`src/rtl/seq_restoring_divider_pkg.sv`:
```
// Shared definitions for the sequential restoring divider.
//   div_state_t        controller states
//   DIV_WIDTH_DEFAULT  default operand width
//   div_latency()      cycles from accepted start to the done pulse
package div_pkg;

    localparam int unsigned DIV_WIDTH_DEFAULT = 32;

    typedef enum logic [2:0] {
        IDLE,
        LOAD,
        SHIFT,
        SUB,
        DONE
    } div_state_t;

    // Start sampled in cycle k gives done in cycle k + div_latency().
    function automatic int unsigned div_latency(input int unsigned width, input logic div_by_zero);
        return div_by_zero ? 2 : 2 * width + 2;
    endfunction

endpackage

```
`src/rtl/seq_restoring_divider_if.sv`:
```
// Handshake and operand/result bundle for seq_restoring_divider.
//   start_i, dividend_i, divisor_i                   requester -> divider
//   busy_o, done_o, quotient_o, remainder_o,
//   div_by_zero_o                                    divider -> requester
// The master modport is for the requester and the slave modport is for the divider.
interface seq_restoring_divider_if import div_pkg::*; #(
    parameter int unsigned WIDTH = DIV_WIDTH_DEFAULT
);
    logic             start_i;
    logic [WIDTH-1:0] dividend_i;
    logic [WIDTH-1:0] divisor_i;
    logic             busy_o;
    logic             done_o;
    logic [WIDTH-1:0] quotient_o;
    logic [WIDTH-1:0] remainder_o;
    logic             div_by_zero_o;

    modport master (
        output start_i, dividend_i, divisor_i,
        input  busy_o, done_o, quotient_o, remainder_o, div_by_zero_o
    );

    modport slave (
        input  start_i, dividend_i, divisor_i,
        output busy_o, done_o, quotient_o, remainder_o, div_by_zero_o
    );
endinterface

```
`src/rtl/seq_restoring_divider_datapath.sv`:
```
// Datapath for the restoring divider. It holds the partial remainder R, the
// quotient/dividend shift register Q, the divisor D, a WIDTH+1-bit subtractor
// with a restore mux, and the result registers. The controller drives it
// through one-hot strobes.
//   capture_i       latch the operands (Q=dividend, D=divisor, R=0) and clear the dbz flag
//   load_i          clear R before the first shift
//   shift_i         {R,Q} <<= 1
//   sub_i           trial subtract; keep the difference or restore, and set Q[0]
//   commit_i        write the result registers (divide-by-zero results when D==0)
//   divisor_zero_o  captured divisor is zero
//   quotient_o, remainder_o, div_by_zero_o   registered results
module seq_div_datapath import div_pkg::*; #(
    parameter int unsigned WIDTH = DIV_WIDTH_DEFAULT
) (
    input  logic             clk_i,
    input  logic             rst_i,
    input  logic             capture_i,
    input  logic             load_i,
    input  logic             shift_i,
    input  logic             sub_i,
    input  logic             commit_i,
    input  logic [WIDTH-1:0] dividend_i,
    input  logic [WIDTH-1:0] divisor_i,
    output logic             divisor_zero_o,
    output logic [WIDTH-1:0] quotient_o,
    output logic [WIDTH-1:0] remainder_o,
    output logic             div_by_zero_o
);

    logic [WIDTH-1:0] r_q, r_d;
    logic [WIDTH-1:0] q_q, q_d;
    logic [WIDTH-1:0] d_q, d_d;
    logic [WIDTH-1:0] quot_q, quot_d;
    logic [WIDTH-1:0] rem_q, rem_d;
    logic             dbz_q, dbz_d;
    logic [WIDTH:0]   diff;

    always_comb begin
        r_d    = r_q;
        q_d    = q_q;
        d_d    = d_q;
        quot_d = quot_q;
        rem_d  = rem_q;
        dbz_d  = dbz_q;
        // The sign bit of the widened difference is the borrow, so it means R < D.
        diff   = {1'b0, r_q} - {1'b0, d_q};

        if (capture_i) begin
            r_d   = '0;
            q_d   = dividend_i;
            d_d   = divisor_i;
            dbz_d = 1'b0;
        end

        if (load_i) begin
            r_d = '0;
        end

        // R never exceeds WIDTH bits here. Before shift i it is at most the
        // top i-1 dividend bits, so it is below 2^(WIDTH-1).
        if (shift_i) begin
            r_d = {r_q[WIDTH-2:0], q_q[WIDTH-1]};
            q_d = {q_q[WIDTH-2:0], 1'b0};
        end

        if (sub_i) begin
            if (!diff[WIDTH]) begin
                r_d    = diff[WIDTH-1:0];
                q_d[0] = 1'b1;
            end else begin
                q_d[0] = 1'b0;
            end
        end

        // The final SUB step commits its own next values, so the results are
        // visible in the DONE cycle. The divide-by-zero commit happens in LOAD,
        // when Q still holds the untouched dividend.
        if (commit_i) begin
            if (d_q == '0) begin
                quot_d = '1;
                rem_d  = q_q;
                dbz_d  = 1'b1;
            end else begin
                quot_d = q_d;
                rem_d  = r_d;
                dbz_d  = 1'b0;
            end
        end
    end

    always_ff @(posedge clk_i) begin
        if (rst_i) begin
            r_q    <= '0;
            q_q    <= '0;
            d_q    <= '0;
            quot_q <= '0;
            rem_q  <= '0;
            dbz_q  <= 1'b0;
        end else begin
            r_q    <= r_d;
            q_q    <= q_d;
            d_q    <= d_d;
            quot_q <= quot_d;
            rem_q  <= rem_d;
            dbz_q  <= dbz_d;
        end
    end

    assign divisor_zero_o = (d_q == '0);
    assign quotient_o     = quot_q;
    assign remainder_o    = rem_q;
    assign div_by_zero_o  = dbz_q;

endmodule

```
`src/rtl/seq_restoring_divider.sv`:
```
// Sequential unsigned restoring divider. It produces one quotient bit per
// SHIFT/SUB pair and then pulses done_o for one cycle. The results stay
// registered until the next accepted start.
//   clk_i  clock, rising edge
//   rst_i  synchronous active-high reset; it abandons any division in flight
//   bus    slave side of seq_restoring_divider_if:
//          start_i/dividend_i/divisor_i in; busy_o/done_o/quotient_o/
//          remainder_o/div_by_zero_o out
// This module holds the controller FSM and the bit counter. The arithmetic is
// in seq_div_datapath.
module seq_restoring_divider import div_pkg::*; #(
    parameter int unsigned WIDTH = DIV_WIDTH_DEFAULT
) (
    input  logic                    clk_i,
    input  logic                    rst_i,
    seq_restoring_divider_if.slave  bus
);

    localparam int unsigned CNT_W = $clog2(WIDTH);

    div_state_t       state_q, state_d;
    logic [CNT_W-1:0] cnt_q, cnt_d;

    logic capture;
    logic load;
    logic shift;
    logic sub;
    logic commit;
    logic divisor_zero;

    always_comb begin
        state_d = state_q;
        cnt_d   = cnt_q;
        capture = 1'b0;
        load    = 1'b0;
        shift   = 1'b0;
        sub     = 1'b0;
        commit  = 1'b0;

        unique case (state_q)
            IDLE: begin
                if (bus.start_i) begin
                    capture = 1'b1;
                    state_d = LOAD;
                end
            end
            LOAD: begin
                if (divisor_zero) begin
                    commit  = 1'b1;
                    state_d = DONE;
                end else begin
                    load    = 1'b1;
                    cnt_d   = CNT_W'(WIDTH - 1);
                    state_d = SHIFT;
                end
            end
            SHIFT: begin
                shift   = 1'b1;
                state_d = SUB;
            end
            SUB: begin
                sub = 1'b1;
                if (cnt_q == '0) begin
                    commit  = 1'b1;
                    state_d = DONE;
                end else begin
                    cnt_d   = cnt_q - CNT_W'(1);
                    state_d = SHIFT;
                end
            end
            DONE: begin
                state_d = IDLE;
            end
            default: begin
                state_d = IDLE;
            end
        endcase
    end

    always_ff @(posedge clk_i) begin
        if (rst_i) begin
            state_q <= IDLE;
            cnt_q   <= '0;
        end else begin
            state_q <= state_d;
            cnt_q   <= cnt_d;
        end
    end

    always_comb begin
        bus.busy_o = (state_q != IDLE);
        bus.done_o = (state_q == DONE);
    end

    seq_div_datapath #(
        .WIDTH (WIDTH)
    ) u_datapath (
        .clk_i          (clk_i),
        .rst_i          (rst_i),
        .capture_i      (capture),
        .load_i         (load),
        .shift_i        (shift),
        .sub_i          (sub),
        .commit_i       (commit),
        .dividend_i     (bus.dividend_i),
        .divisor_i      (bus.divisor_i),
        .divisor_zero_o (divisor_zero),
        .quotient_o     (bus.quotient_o),
        .remainder_o    (bus.remainder_o),
        .div_by_zero_o  (bus.div_by_zero_o)
    );

endmodule

```
`src/flat_wrapper.sv`:
```
// flat-port wrapper written by rule: the top's interface ports become plain ports
module seq_restoring_divider_flat import div_pkg::*;
#(
    parameter int unsigned WIDTH = DIV_WIDTH_DEFAULT
)
  (clk_i, rst_i, bus_start_i, bus_dividend_i, bus_divisor_i, bus_busy_o, bus_done_o, bus_quotient_o, bus_remainder_o, bus_div_by_zero_o);
  seq_restoring_divider_if #(.WIDTH(WIDTH)) bus_i ();
  input  logic clk_i;
  input  logic rst_i;
  input wire logic [$bits(bus_i.start_i)-1:0] bus_start_i;
  input wire logic [$bits(bus_i.dividend_i)-1:0] bus_dividend_i;
  input wire logic [$bits(bus_i.divisor_i)-1:0] bus_divisor_i;
  output wire logic [$bits(bus_i.busy_o)-1:0] bus_busy_o;
  output wire logic [$bits(bus_i.done_o)-1:0] bus_done_o;
  output wire logic [$bits(bus_i.quotient_o)-1:0] bus_quotient_o;
  output wire logic [$bits(bus_i.remainder_o)-1:0] bus_remainder_o;
  output wire logic [$bits(bus_i.div_by_zero_o)-1:0] bus_div_by_zero_o;
  assign bus_i.start_i = bus_start_i;
  assign bus_i.dividend_i = bus_dividend_i;
  assign bus_i.divisor_i = bus_divisor_i;
  assign bus_busy_o = bus_i.busy_o;
  assign bus_done_o = bus_i.done_o;
  assign bus_quotient_o = bus_i.quotient_o;
  assign bus_remainder_o = bus_i.remainder_o;
  assign bus_div_by_zero_o = bus_i.div_by_zero_o;
  seq_restoring_divider #(.WIDTH(WIDTH)) u_core (.clk_i(clk_i), .rst_i(rst_i), .bus(bus_i));
endmodule
```
`config.mk`:
```
export PLATFORM = sky130hd
export DESIGN_NAME = seq_restoring_divider_flat
export DESIGN_NICKNAME = d
export VERILOG_FILES = /design/src/rtl/seq_restoring_divider_pkg.sv /design/src/rtl/seq_restoring_divider_if.sv /design/src/rtl/seq_restoring_divider_datapath.sv /design/src/rtl/seq_restoring_divider.sv /design/src/flat_wrapper.sv
export SDC_FILE = /design/constraint.sdc
export NUM_CORES = 1
export LEC_CHECK = 0
export ABC_AREA = 1
export CORE_MARGIN = 1.5
export CORE_UTILIZATION = 56
export DETAILED_ROUTE_END_ITERATION = 6
export GPL_ROUTABILITY_DRIVEN = 0
export PLACE_DENSITY = 0.8
export SLEW_MARGIN = 20
export SYNTH_ARGS = -nofsm -noshare
export SYNTH_HDL_FRONTEND = slang
export SYNTH_SLANG_ARGS = --single-unit
```
`constraint.sdc`:
```
create_clock -name clk_i -period 2.7 [get_ports clk_i]
set_clock_uncertainty 0.05 [all_clocks]
set_input_delay 0.81 -clock clk_i [delete_from_list [all_inputs] [get_ports clk_i]]
set_output_delay 0.81 -clock clk_i [all_outputs]
set_load 0.05 [all_outputs]
```
==> flow_summary.yaml <==
timing:
  rsz0062_at_grt: "no"
  max_freq_mhz: 395
  period_minus_slack_ps: 2530
  relSlewSlack_pct: 47.3
  slew_viol_final: 0
  setup_violations: 0
  worst_slew_pin_slew_ps: 790
  hold_violations: 0
  fin_tns_setup_ps: 0
  whs_ps: 413
  fin_crit_sh_pct: 93.8
die:
  std_cell_rows: 48
  io_pins: 134
  dieWidth_um: 136
  die_area_um2: 18400
  initial_core_util_pct: 57.2
  die_y_um: 136
  coreArea_um2: 17200
grt:
  grt-busiest-layer: "met2"
  grt_usage_pct: 31.0
  grt_use_met2_pct: 47.5
  grt_max_degree: 90
  grt_use_met3_pct: 5.80
  gr-total-overflow: 0
  antenna_found_initial: 0
  use_met1_pct: 43.9
  grt_pass1_vias: 9284
  grt_first_pass_wirelength_um: 45200
routing:
  drc: 0
  wl_per_cell_um: 14.8
  dr.pass1.iters: 6
  vias: 10200
  finalWirelength_um: 28200
  detail-route-antenna-nets: 0
  drt_iter0_drc: 874
  routed_via_density: 5.34
critical_path:
  required_ps: 1840
  cp_slowest_cell: "clkdlybuf4s50_1"
  cp-end-kind: "primary output"
  startpoint_type: "register"
  cp_top_family: "buffers and inverters"
  cpPeakStageDelay_ps: 830
  cp.arrival_ps: 1670
  criticalPathCategory: "reg2out"
  worstPathBufferInverterCount: 1
  critPathMaxFanout: 2
  path_cells: "clkdlybuf4s50_1"
cts:
  cts_setup_buffers: 0
  cts_root_buf: "clkbuf_16"
  htreeDepth: 4
  tritoncts: "built"
  clockBufferDepth: 2
  cts_buffers: 17
  insertion_delay_ps: 440
  clock-sinks: 169
  clkTransAtPathRegs_ps: 70
  cts_hold_buf: 0
synthesis:
  synthDistinctLibCells: 40
  syn_nets: 1663
  synth_cells: 1562
  synth.largest_area_cell: "dfxtp_1"
  postSynthAreaPerCell_um2: 6.31
  ys_ff_latch: 169
  ys_seq_area_share_pct: 34.3
  synth_top_area_share_pct: 34.3
  synthTopCellsByArea: "dfxtp_1, nand2_1, inv_1, a21oi_1, o21ai_0"
  syn_area_um2: 9850
  ys_warn_count: 0
final_layout:
  syn_to_final_growth_pct: 21.5
  antenna_cells: 0
  seq_area_um2: 3380
  drive_gt1_share_pct: 5.29
  multiInputGateArea_um2: 5130
  fin_nets: 1770
  nFillCells: 1492
placement:
  port_buffers: 133
  dpl.hpwl_um: 20200
hold_path:
  min-delay-path-class: "reg2reg"
status:
  outcome: "finished clean"
pwr:
  ir_drop_v: 0.000454
  power_mw: 6.59
  leakage_nw: 5.79
  power_density_nw_per_um2: 550
job:
  maxCapViolCount: 0
==> state kept, by name (all words and copies together) (netlist names) <==
name	count
u_core.u_datapath.quotient_o	32
u_core.u_datapath.div_by_zero_o	1
u_core.u_datapath.d_q	32
u_core.state_q	3
u_core.u_datapath.remainder_o	32
u_core.u_datapath.q_q	32
u_core.u_datapath.r_q	32
u_core.cnt_q	5
==> metal layers <==
metal | vias up | wire, µm
li1 | 5121 | -
met3 | 57 | 2660
met4 | 0 | 661
met2 | 472 | 12100
met1 | 4534 | 12800
met5 | - | 0
==> kinds of logic (layout without fill, tap and decap cells) <==
group / count (synthesis) / in the layout / share of synthesized area (%)
AO/OA/AOI/OAI: 313 / 313 / 16.8
adder cells (fa/ha/maj): 34 / 34 / 4.39
multiplexers: 1 / 1 / 0.102
XOR/XNOR: 17 / 17 / 1.51
flip-flops: 169 / 169 / 34.3
AND/OR/NAND/NOR: 693 / 693 / 29.1
buffers and inverters: 335 / 455 / 13.7
==> synthesized netlist by cell type (all sizes together) <==
master	n
o21ai	135
nand3	89
nor4	2
inv	258
or2	1
o21a	3
and3	1
xor2	14
nand2	447
a21oi	138
xnor2	3
clkinv	7
and2	2
nor3	5
mux2i	1
dfxtp	169
nand3b	12
a31oi	19
fa	1
nor2	127
ha	33
o21bai	2
nand4	7
buf	39
clkbuf	31
o211ai	16
==> power breakdown <==
part	switching [mW]	leakage, nW	internal (mW)
clock network	1.17	0.283	1.23
logic	0.962	4.13	0.501
registers	0.0841	1.38	2.64
total	2.22	5.79	4.37
==> metrics by stage <==
stage / instances / worst slack, ps / area [µm²] / util, %
2_1_floorplan: 1562 / 379 / 9850 / -
3_3_place_gp: 1875 / 145 / 11400 / 66.1
3_5_place_dp: 1875 / 73.5 / 11400 / 66.1
4_1_cts: 1907 / 149 / 12000 / 69.4
5_1_grt: 1907 / 16.4 / 12000 / 69.4
6_report: 1907 / 166 / 12000 / 69.4
==> repair_timing <==
item	in CTS	in global routing
endpoints found under the hold margin	0	0
gates resized for setup	0	2
setup endpoints to repair	0	17
==> area by class of cell <==
class | count | area share, %
inverters | 265 | 8.32
clock buffers | 17 | 3.55
flip-flops and latches | 169 | 28.3
repair buffers | 158 | 13.3
well taps | 225 | 2.35
multi-input cells | 1058 | 42.9
clock inverters | 15 | 1.31
==> cell usage in the layout, fill, tap and decap left out, drive strengths merged <==
| master | synthesis | final |
|---|---|---|
| nand2 | 447 | 447 |
| inv | 258 | 265 |
| dfxtp | 169 | 169 |
| a21oi | 138 | 138 |
| o21ai | 135 | 135 |
| clkdlybuf4s50 | 0 | 130 |
| nor2 | 127 | 127 |
| nand3 | 89 | 89 |
| ha | 33 | 33 |
| buf | 39 | 28 |
| a31oi | 19 | 19 |
| clkbuf | 31 | 17 |
| o211ai | 16 | 16 |
| xor2 | 14 | 14 |
| clkinv | 7 | 14 |
| nand3b | 12 | 12 |
| nand4 | 7 | 7 |
| nor3 | 5 | 5 |
| o21a | 3 | 3 |
| xnor2 | 3 | 3 |
| and2 | 2 | 2 |
| nor4 | 2 | 2 |
| o21bai | 2 | 2 |
| and3 | 1 | 1 |
| mux2i | 1 | 1 |
| or2 | 1 | 1 |
| fa | 1 | 1 |
| clkinvlp | 0 | 1 |
==> worst paths after layout <==
path	startpoint	depth (start not counted)	end	slack (ps)
setup / recovery	u_core.u_datapath.remainder_o[15]	1	bus_remainder_o[15]	170
hold / removal	u_core.u_datapath.d_q[19]	2	u_core.u_datapath.d_q[19]	410
hold reg to reg	u_core.u_datapath.d_q[19]	2	u_core.u_datapath.d_q[19]	410
setup reg to reg	u_core.u_datapath.r_q[0]	17	u_core.u_datapath.remainder_o[17]	210
==> worst reg2reg max path, stage by stage, from the launching register on <==
cell and delay [ps]:
dfxtp_1 330, inv_1 40, ha_1 210, fa_2 370, inv_2 90, nand2_1 50, nand2_1 70, nand3_1 60
nand2_1 110, nand2_1 80, nand2_2 90, nand2_2 80, a21oi_2 150, buf_4 250, nand2_1 110, nand3_1 140
nand2_1 80, inv_1 50
No activity file was read; power rests on OpenSTA's default activity.
